===== config.mk =====
export PLATFORM = sky130hd
export DESIGN_NAME = matmul_seq_ctrl
export DESIGN_NICKNAME = d
export VERILOG_FILES = /design/src/rtl/matmul_pkg.sv /design/src/rtl/res_serializer.sv /design/src/rtl/matmul_seq_ctrl.sv
export SDC_FILE = /design/constraint.sdc
export NUM_CORES = 1
export LEC_CHECK = 0
export BUFFER_PORTS_ARGS = -buffer_cell sky130_fd_sc_hd__buf_2
export CAP_MARGIN = 30
export CORE_ASPECT_RATIO = 0.6
export CORE_UTILIZATION = 24
export DETAILED_ROUTE_END_ITERATION = 16
export PLACE_DENSITY = 0.43
export RECOVER_POWER = 25
export SETUP_SLACK_MARGIN = 0.2
export SYNTH_ARGS = -nofsm -noshare
export SYNTH_HDL_FRONTEND = slang
export SYNTH_SLANG_ARGS = --single-unit

===== constraint.sdc =====
create_clock -name clk -period 4.1 [get_ports clk]
set_input_delay 0.41 -clock clk [delete_from_list [all_inputs] [get_ports clk]]
set_output_delay 0.41 -clock clk [all_outputs]
set_load 0.02 [all_outputs]

===== src/rtl/matmul_pkg.sv =====
// Shared definitions for the matrix-multiplier sequencer: state codes,
// error codes and a constant-evaluable ceil(log2) helper.
package matmul_pkg;

   localparam logic [3:0] ST_IDLE      = 4'd0;
   localparam logic [3:0] ST_HDR_K     = 4'd1;
   localparam logic [3:0] ST_HDR_N     = 4'd2;
   localparam logic [3:0] ST_LOAD_A    = 4'd3;
   localparam logic [3:0] ST_LOAD_B    = 4'd4;
   localparam logic [3:0] ST_RUN       = 4'd5;
   localparam logic [3:0] ST_WAIT_MULT = 4'd6;
   localparam logic [3:0] ST_FETCH     = 4'd7;
   localparam logic [3:0] ST_SEND      = 4'd8;
   localparam logic [3:0] ST_TXWAIT    = 4'd9;
   localparam logic [3:0] ST_ERR_TX    = 4'd10;

   localparam logic [1:0] ERR_NONE = 2'b00;
   localparam logic [1:0] ERR_DIM  = 2'b01;
   localparam logic [1:0] ERR_TMO  = 2'b10;

   function automatic int clog2(input int v);
      int r;
      r = 0;
      while ((1 << r) < v) r++;
      return r;
   endfunction

endpackage


===== src/rtl/res_serializer.sv =====
// Sends a loaded word MSB byte first over the tx_start/tx_busy handshake and
// flags the cycle in which the final byte has been accepted by the transmitter.
module res_serializer
   import matmul_pkg::*;
#(
   parameter int DATA_W    = 8,
   parameter int RES_BYTES = 3
)(
   input  logic                        clk,
   input  logic                        rst,
   input  logic                        load_i,
   input  logic [DATA_W*RES_BYTES-1:0] word_i,
   input  logic                        single_i,
   input  logic                        tx_busy_i,
   output logic                        tx_start_o,
   output logic [DATA_W-1:0]           tx_data_o,
   output logic                        last_sent_o
);

   localparam int WORD_W = DATA_W * RES_BYTES;
   localparam int BC_W   = clog2(RES_BYTES + 1);

   logic [3:0]        st_q, st_d;
   logic [WORD_W-1:0] sh_q, sh_d;
   logic [BC_W-1:0]   bcnt_q, bcnt_d;
   logic              hold_q, hold_d;
   logic              txs_q, txs_d;
   logic [DATA_W-1:0] txd_q, txd_d;

   always_comb begin
      st_d        = st_q;
      sh_d        = sh_q;
      bcnt_d      = bcnt_q;
      hold_d      = hold_q;
      txs_d       = 1'b0;
      txd_d       = txd_q;
      last_sent_o = 1'b0;
      case (st_q)
         ST_SEND: begin
            if (!tx_busy_i) begin
               txs_d  = 1'b1;
               txd_d  = sh_q[WORD_W-1 -: DATA_W];
               hold_d = 1'b1;
               st_d   = ST_TXWAIT;
            end
         end
         ST_TXWAIT: begin
            // tx_busy may not have risen yet in the cycle tx_start is seen
            if (hold_q) begin
               hold_d = 1'b0;
            end else if (!tx_busy_i) begin
               if (bcnt_q != '0) begin
                  sh_d   = sh_q << DATA_W;
                  bcnt_d = bcnt_q - 1'b1;
                  st_d   = ST_SEND;
               end else begin
                  last_sent_o = 1'b1;
                  st_d        = ST_IDLE;
               end
            end
         end
         default: begin
            if (load_i) begin
               sh_d   = word_i;
               bcnt_d = single_i ? '0 : BC_W'(RES_BYTES - 1);
               st_d   = ST_SEND;
            end
         end
      endcase
   end

   always_ff @(posedge clk or posedge rst) begin
      if (rst) begin
         st_q   <= ST_IDLE;
         sh_q   <= '0;
         bcnt_q <= '0;
         hold_q <= 1'b0;
         txs_q  <= 1'b0;
         txd_q  <= '0;
      end else begin
         st_q   <= st_d;
         sh_q   <= sh_d;
         bcnt_q <= bcnt_d;
         hold_q <= hold_d;
         txs_q  <= txs_d;
         txd_q  <= txd_d;
      end
   end

   assign tx_start_o = txs_q;
   assign tx_data_o  = txd_q;

endmodule


===== src/rtl/matmul_seq_ctrl.sv =====
// Sequencer for the UART-fed matrix multiplier: M/K/N header, operand loading,
// multiplier handshake and byte-serial result return with error reporting.
module matmul_seq_ctrl
   import matmul_pkg::*;
#(
   parameter int                DATA_W      = 8,
   parameter int                MAX_DIM     = 8,
   parameter int                ADDR_W      = clog2(MAX_DIM * MAX_DIM),
   parameter int                RES_BYTES   = 3,
   parameter int                TIMEOUT_CYC = 1000000,
   parameter logic [DATA_W-1:0] ERR_CODE    = 8'hEE
)(
   input  logic                        clk,
   input  logic                        rst,
   input  logic                        rx_valid,
   input  logic [DATA_W-1:0]           rx_data,
   input  logic                        tx_busy,
   output logic                        tx_start,
   output logic [DATA_W-1:0]           tx_data,
   output logic                        a_we,
   output logic                        b_we,
   output logic [ADDR_W-1:0]           wr_addr,
   output logic [DATA_W-1:0]           wr_data,
   output logic [3:0]                  dim_m,
   output logic [3:0]                  dim_k,
   output logic [3:0]                  dim_n,
   output logic                        mult_start,
   input  logic                        mult_done,
   output logic [ADDR_W-1:0]           res_rd_addr,
   input  logic [DATA_W*RES_BYTES-1:0] res_rd_data,
   output logic                        busy,
   output logic [1:0]                  err
);

   localparam int               WORD_W   = DATA_W * RES_BYTES;
   localparam int               TMO_W    = clog2(TIMEOUT_CYC + 1);
   localparam logic [TMO_W-1:0] TMO_LAST = TMO_W'(TIMEOUT_CYC - 1);

   function automatic logic dim_ok(input logic [DATA_W-1:0] b);
      return (b != '0) && (b <= DATA_W'(MAX_DIM));
   endfunction

   function automatic logic [ADDR_W:0] dim_mul(input logic [3:0] a, input logic [3:0] b);
      logic [7:0] p;
      p = {4'd0, a} * {4'd0, b};
      return (ADDR_W + 1)'(p);
   endfunction

   logic [3:0]        st_q, st_d;
   logic [1:0]        err_q, err_d;
   logic [3:0]        dm_q, dm_d, dk_q, dk_d, dn_q, dn_d;
   logic [ADDR_W:0]   tota_q, tota_d, totb_q, totb_d, mn_q, mn_d;
   logic [ADDR_W-1:0] idx_q, idx_d, ridx_q, ridx_d;
   logic [TMO_W-1:0]  tmo_q, tmo_d;
   logic              ph_q, ph_d;
   logic              wea_q, wea_d, web_q, web_d;
   logic [ADDR_W-1:0] wa_q, wa_d;
   logic [DATA_W-1:0] wd_q, wd_d;

   logic              go_err;
   logic              ser_load, ser_single, ser_last;
   logic [WORD_W-1:0] ser_word;

   always_comb begin
      st_d       = st_q;
      err_d      = err_q;
      dm_d       = dm_q;
      dk_d       = dk_q;
      dn_d       = dn_q;
      tota_d     = tota_q;
      totb_d     = totb_q;
      mn_d       = mn_q;
      idx_d      = idx_q;
      ridx_d     = ridx_q;
      tmo_d      = '0;
      ph_d       = 1'b0;
      wea_d      = 1'b0;
      web_d      = 1'b0;
      wa_d       = wa_q;
      wd_d       = wd_q;
      go_err     = 1'b0;
      ser_load   = 1'b0;
      ser_single = 1'b0;
      ser_word   = res_rd_data;
      case (st_q)
         ST_IDLE: begin
            if (rx_valid) begin
               err_d = ERR_NONE;
               if (dim_ok(rx_data)) begin
                  dm_d = rx_data[3:0];
                  st_d = ST_HDR_K;
               end else begin
                  err_d  = ERR_DIM;
                  go_err = 1'b1;
               end
            end
         end
         ST_HDR_K, ST_HDR_N, ST_LOAD_A, ST_LOAD_B: begin
            // a byte arriving on the expiry cycle still counts
            if (!rx_valid) begin
               if (tmo_q == TMO_LAST) begin
                  err_d  = ERR_TMO;
                  go_err = 1'b1;
               end else begin
                  tmo_d = tmo_q + 1'b1;
               end
            end else if (st_q == ST_HDR_K || st_q == ST_HDR_N) begin
               if (!dim_ok(rx_data)) begin
                  err_d  = ERR_DIM;
                  go_err = 1'b1;
               end else if (st_q == ST_HDR_K) begin
                  dk_d = rx_data[3:0];
                  st_d = ST_HDR_N;
               end else begin
                  dn_d   = rx_data[3:0];
                  tota_d = dim_mul(dm_q, dk_q);
                  totb_d = dim_mul(dk_q, rx_data[3:0]);
                  mn_d   = dim_mul(dm_q, rx_data[3:0]);
                  idx_d  = '0;
                  st_d   = ST_LOAD_A;
               end
            end else begin
               wea_d = (st_q == ST_LOAD_A);
               web_d = (st_q == ST_LOAD_B);
               wa_d  = idx_q;
               wd_d  = rx_data;
               if ({1'b0, idx_q} == ((st_q == ST_LOAD_A) ? tota_q : totb_q) - 1'b1) begin
                  idx_d = '0;
                  st_d  = (st_q == ST_LOAD_A) ? ST_LOAD_B : ST_RUN;
               end else begin
                  idx_d = idx_q + 1'b1;
               end
            end
         end
         ST_RUN: st_d = ST_WAIT_MULT;
         ST_WAIT_MULT: begin
            if (mult_done) begin
               ridx_d = '0;
               st_d   = ST_FETCH;
            end
         end
         ST_FETCH: begin
            // first cycle presents the address, second cycle captures the word
            if (!ph_q) begin
               ph_d = 1'b1;
            end else begin
               ser_load = 1'b1;
               st_d     = ST_SEND;
            end
         end
         ST_SEND: begin
            if (ser_last) begin
               if ({1'b0, ridx_q} == mn_q - 1'b1) begin
                  st_d = ST_IDLE;
               end else begin
                  ridx_d = ridx_q + 1'b1;
                  st_d   = ST_FETCH;
               end
            end
         end
         ST_ERR_TX: if (ser_last) st_d = ST_IDLE;
         default: st_d = ST_IDLE;
      endcase
      if (go_err) begin
         st_d       = ST_ERR_TX;
         ser_load   = 1'b1;
         ser_single = 1'b1;
         ser_word   = '0;
         ser_word[WORD_W-1 -: DATA_W] = ERR_CODE;
      end
   end

   always_ff @(posedge clk or posedge rst) begin
      if (rst) begin
         st_q   <= ST_IDLE;
         err_q  <= ERR_NONE;
         dm_q   <= '0;
         dk_q   <= '0;
         dn_q   <= '0;
         tota_q <= '0;
         totb_q <= '0;
         mn_q   <= '0;
         idx_q  <= '0;
         ridx_q <= '0;
         tmo_q  <= '0;
         ph_q   <= 1'b0;
         wea_q  <= 1'b0;
         web_q  <= 1'b0;
         wa_q   <= '0;
         wd_q   <= '0;
      end else begin
         st_q   <= st_d;
         err_q  <= err_d;
         dm_q   <= dm_d;
         dk_q   <= dk_d;
         dn_q   <= dn_d;
         tota_q <= tota_d;
         totb_q <= totb_d;
         mn_q   <= mn_d;
         idx_q  <= idx_d;
         ridx_q <= ridx_d;
         tmo_q  <= tmo_d;
         ph_q   <= ph_d;
         wea_q  <= wea_d;
         web_q  <= web_d;
         wa_q   <= wa_d;
         wd_q   <= wd_d;
      end
   end

   res_serializer #(
      .DATA_W   (DATA_W),
      .RES_BYTES(RES_BYTES)
   ) u_ser (
      .clk        (clk),
      .rst        (rst),
      .load_i     (ser_load),
      .word_i     (ser_word),
      .single_i   (ser_single),
      .tx_busy_i  (tx_busy),
      .tx_start_o (tx_start),
      .tx_data_o  (tx_data),
      .last_sent_o(ser_last)
   );

   assign a_we        = wea_q;
   assign b_we        = web_q;
   assign wr_addr     = wa_q;
   assign wr_data     = wd_q;
   assign dim_m       = dm_q;
   assign dim_k       = dk_q;
   assign dim_n       = dn_q;
   assign mult_start  = (st_q == ST_RUN);
   assign res_rd_addr = ridx_q;
   assign busy        = (st_q != ST_IDLE);
   assign err         = err_q;

endmodule


* Word level (Yosys, flattened, before mapping)
Index checks and enable logic that the tools add are counted.
** Word-level totals
- Logic and storage cells :: 174
- Bits of input ports :: 37
- Flip-flop bits (word level) :: 128
** Cells by class
- Magnitude comparators :: 1
- $mul :: 3
- Muxes and demuxes :: 78
- Add/subtract/negate cells :: 6
- Equal/unequal tests :: 36
- Reduce and logical (&&, ||, !) cells :: 24
- Bitwise operators :: 4
** Operators by type and width (number)
- 24-bit two-way mux :: 5
- 4-bit two-way mux :: 16
- 20-bit two-way mux :: 3
- 24-bit one-hot mux with 2 select lines :: 1
- 6-bit two-way mux :: 7
- 3-bit != test, second input constant :: 10
- 4-bit one-hot mux with 7 select lines :: 1
- 1-bit two-way mux :: 27
- 4-bit by 4-bit multiplier with 7-bit output :: 3
- 20-bit by 1-bit adder with 20-bit output, second input constant :: 1
- 20-bit == test, second input constant :: 1
- 2-bit two-way mux :: 10
- 5-bit AND reduction :: 4
- 4-bit by 3-bit == test with 1-bit output, second input constant :: 4
- 4-bit == test, second input constant :: 4
- 2-bit != test, second input constant :: 8
- 6-bit by 7-bit == test with 1-bit output :: 2
- 7-bit by 1-bit subtractor with 7-bit output, second input constant :: 2
- 6-bit by 1-bit adder with 6-bit output, second input constant :: 2
- 6-bit one-hot mux with 2 select lines :: 1
- 4-bit AND reduction :: 3
- 2-bit nonzero test :: 5
- 9-bit AND reduction :: 1
- 4-bit by 2-bit == test with 1-bit output, second input constant :: 2
- 20 further kinds :: 29

* Longest topological paths before layout
- Word-level depth :: 10
- Depth in mapped cells :: 13
- Mapped depth without buffers :: 11

* Cells and area by module
Synthesis repeated with hierarchy kept, for this count alone.
** Second synthesis, totals
- Cell total of the unflattened synthesis :: 761
- Area, all modules :: 7648.6 um^2
** Modules (own cells, without submodules)
- matmul_seq_ctrl :: sequential area each 2202.1 um^2, area each 5906.9 um^2, times used 1, cells an instance 638
- res_serializer :: sequential area each 950.9 um^2, area each 1741.7 um^2, times used 1, cells an instance 123

* Worst setup path before layout
OpenSTA, ideal clock, no wires.
- Path kind :: register to register
- Start point :: register st_q[0]
- End point :: register st_q[0]
- Arrival :: 2.929 ns
- Path buffers :: 2
- Slack :: 1.044 ns
- Clock period less this slack :: 3.056 ns
- Stages on the path, launching flop included :: 13
- Path through :: dfrtp_1 buf_2 and4bb_1 buf_6 mux2i_1 ha_1 nand2b_1 or4_1 a211o_1 a21o_1 a31o_1 a21o_1 mux2_1
** On the way
- Longest elaborated chain between the ends :: 7
- Elaborated cells on any way between the ends :: 36
** Ends and longest elaborated chain
- from (decl) :: line matmul_seq_ctrl.sv:49 : logic [3:0] st_q, st_d;
- from (signal assigned) :: line matmul_seq_ctrl.sv:192 : st_q <= st_d;
- parallel branches: the longest is 7 deep, another holds 7-bit by 1-bit subtractor with 7-bit output
Several ways; the timed one is not identified. The select of a mux whose other input is x is not followed.
A chain may end at the register's enable or synchronous reset.

* Final worst setup path
- Start point :: register st_q[2]
- End point :: register st_q[0]
Same word-level chain as after synthesis.

==> metrics.txt <==
number of flops mapped to enable cells by yosys 0; gp weighted congestion 0.775; Worst-Skew Late Latency 0.44 ns; Die Span Y 139 µm; pins over their slew limit 85; Clock Tree Buf Depth 2; final WL 19100 µm; Slew @ Worst Pin 3.31 ns; antenna cells 0; clk sinks 126; Initial Util 0.247; Post-DP Area 8370 µm²; router iterations before antenna repair 5; CTS clk-pin slew, worst paths 0.07 ns; Hold Fails Final Rpt 0; Req. time, crit path 4.42 ns; leading cell type by number of instances after synthesis nand2_1; Most used DFF post-synth dfrtp_1; CTS tree built; outcome finished with violations; Async SR Flop Fraction 1.00; gr usage total 0.127; MaxCap Viol Count 1; crit-path max FO 15; share of the synthesized area in the top cell type 0.420; RSZ-0062 raised after global routing no; Yosys top cell by area dfrtp_1; yosys warns 0; peak supply drop 0.000300 V; startpoint types register; largest net degree at the start of global routing 85; I/O Buffers 83; leak pwr 0.00423 µW; Commonest cells post-synth nand2_1, dfrtp_1, nor2_1, ha_1, o21ai_1; Syn Nets 883; routed len/inst 14.8 µm; hold_buf cts 0; Logic pwr share 0.367; clk root buf clkbuf_16; fmax 0.291 GHz; final instance area 8930 µm²; DP HPWL 13900 µm; largest cells by area after synthesis dfrtp_1, nand2_1, ha_1; Synth Area per Inst 9.41 µm²; Worst Clk Skew 0.0104 ns; DRT iter0 DRCs 328; Post-CTS Setup Bufs 0; total power density per cell area 581 nW/µm²; P_sw 2050 µW; data arrival time of the worst path 3.75 ns; Antenna Nets Post-Route 0; mapped cell area 7510 µm²; Vias 5807; die area 32000 µm²; Seq cells post-synth 126; Die X 230 µm; Avg Vias per Cell 4.49; CTS buffer count 17; Clk pwr share 0.280; Period minus WS final 3.43 ns; post-route clock period utilization 0.837; layout cell share with drive strength beyond 1 0.194; setup TNS 0 ns; antenna violations before repair 0; Ports 84; total internal power 3130 µW; H-tree depth 4; violated checks max-capacitance violations, max-slew violations; Seq pwr share 0.353; grt total ovfl 0; relative slew slack -1.21; first-pass GRT wire length 32200 µm; CP Capture Type register; Crit Path Category register to register; Setup-failing EPs final 0; Post-CTS Resized 0; sw frac 0.396; hold crit path type input pin to register; DRC Markers 0; core area 30300 µm²; FP Rows 49; nets 957; vias in the first global route 5758; Area Overhead vs Synth 18.9%; post-synthesis sequential area ratio 0.420; distinct cell type count after synthesis 68; Post-Syn Instances 798
==> metrics by stage <==
step / cells / worst slack [ns] / utilization / total power (µW) / hold WS, ns
2_1_floorplan: 798 / 0.334 / - / 3230 / 0.444
3_3_place_gp: 1260 / 0.777 / 0.275 / 3790 / 0.462
3_5_place_dp: 1261 / 0.689 / 0.276 / 3780 / 0.467
4_1_cts: 1293 / 0.683 / 0.294 / 5290 / 0.143
5_1_grt: 1293 / 0.263 / 0.294 / 5600 / 0.203
6_report: 1293 / 0.668 / 0.294 / 5190 / 0.212
==> path summary, 6_finish.rpt <==
check	start	end	slack (ns)	cells past startpoint
setup / recovery	st_q[2]	st_q[0]	0.67	11
hold / removal	res_rd_data[6]	u_ser.sh_q[6]	0.21	3
setup reg to reg	st_q[2]	st_q[0]	0.67	11
hold reg to reg	dim_n[1]	dim_n[1]	0.47	2
max in group asynchronous	rst	wr_data[5]	1.01	2
min in group asynchronous	rst	u_ser.tx_start_o	1.18	2
==> kinds of logic after synthesis <==
kind of cell,after synthesis,share of synthesized area
AND/OR/NAND/NOR,326,0.215
AO/OA/AOI/OAI,139,0.120
flip-flops,126,0.420
buffers and inverters,72,0.0395
adder cells (fa/ha/maj),49,0.0933
XOR/XNOR,46,0.0537
multiplexers,40,0.0592
==> critical path: stages, from the launching register on <==
cell      delay [ns]
dfrtp_1         0.61
and4bb_1        0.26
buf_4           0.18
mux2i_1         0.16
ha_1            0.31
nand2b_1        0.19
or4_1           0.42
a211o_1         0.30
a21o_1          0.16
a31o_1          0.20
a21o_1          0.20
mux2_1          0.31
==> placed cells by master (no fill, tap or decap), types with 25 or more instances in the layout <==
cell type    n
mux2_2      31
and2_1      27
dfrtp_1    126
nand2_1    131
o21ai_1     36
nand3_1     31
buf_2       83
ha_1        36
inv_1       32
nor2_1      51
xnor2_1     25
==> power groups by stage <==
stage	logic, µW	clock network [µW]	registers, µW
2_1_floorplan	1290	0	1940
3_3_place_gp	1940	0	1850
3_5_place_dp	1930	0	1860
4_1_cts	1940	1510	1840
5_1_grt	2150	1560	1890
6_report	1900	1450	1830
==> final cells by class <==
| type | instances | area (µm²) |
|---|---|---|
| sequential | 126 | 3150 |
| multi-input combinational | 600 | 4060 |
| tap | 408 | 510 |
| timing repair buffer | 95 | 526 |
| clock buffer | 19 | 443 |
| fill | 3250 | 21400 |
| clock inverter | 13 | 118 |
| inverter | 32 | 120 |
==> state kept, by name, indices dropped and copies added (netlist names), 7 cells and up <==
name	cells
mn_q	7
tmo_q	20
tota_q	7
totb_q	7
u_ser.sh_q	24
u_ser.tx_data_o	8
wr_data	8
==> metal layers <==
| metal | GRT usage | part of all wire | routed length, µm | vias to the layer above |
|---|---|---|---|---|
| met5 | 0 | 0 | 0 | - |
| met4 | 0.0397 | 0.0095 | 182 | 0 |
| met3 | 0.0302 | 0.034 | 652 | 13 |
| met2 | 0.160 | 0.37 | 7180 | 78 |
| met1 | 0.205 | 0.58 | 11100 | 2807 |
| li1 | - | - | - | 2909 |
No activity file was read; power rests on OpenSTA's default activity.
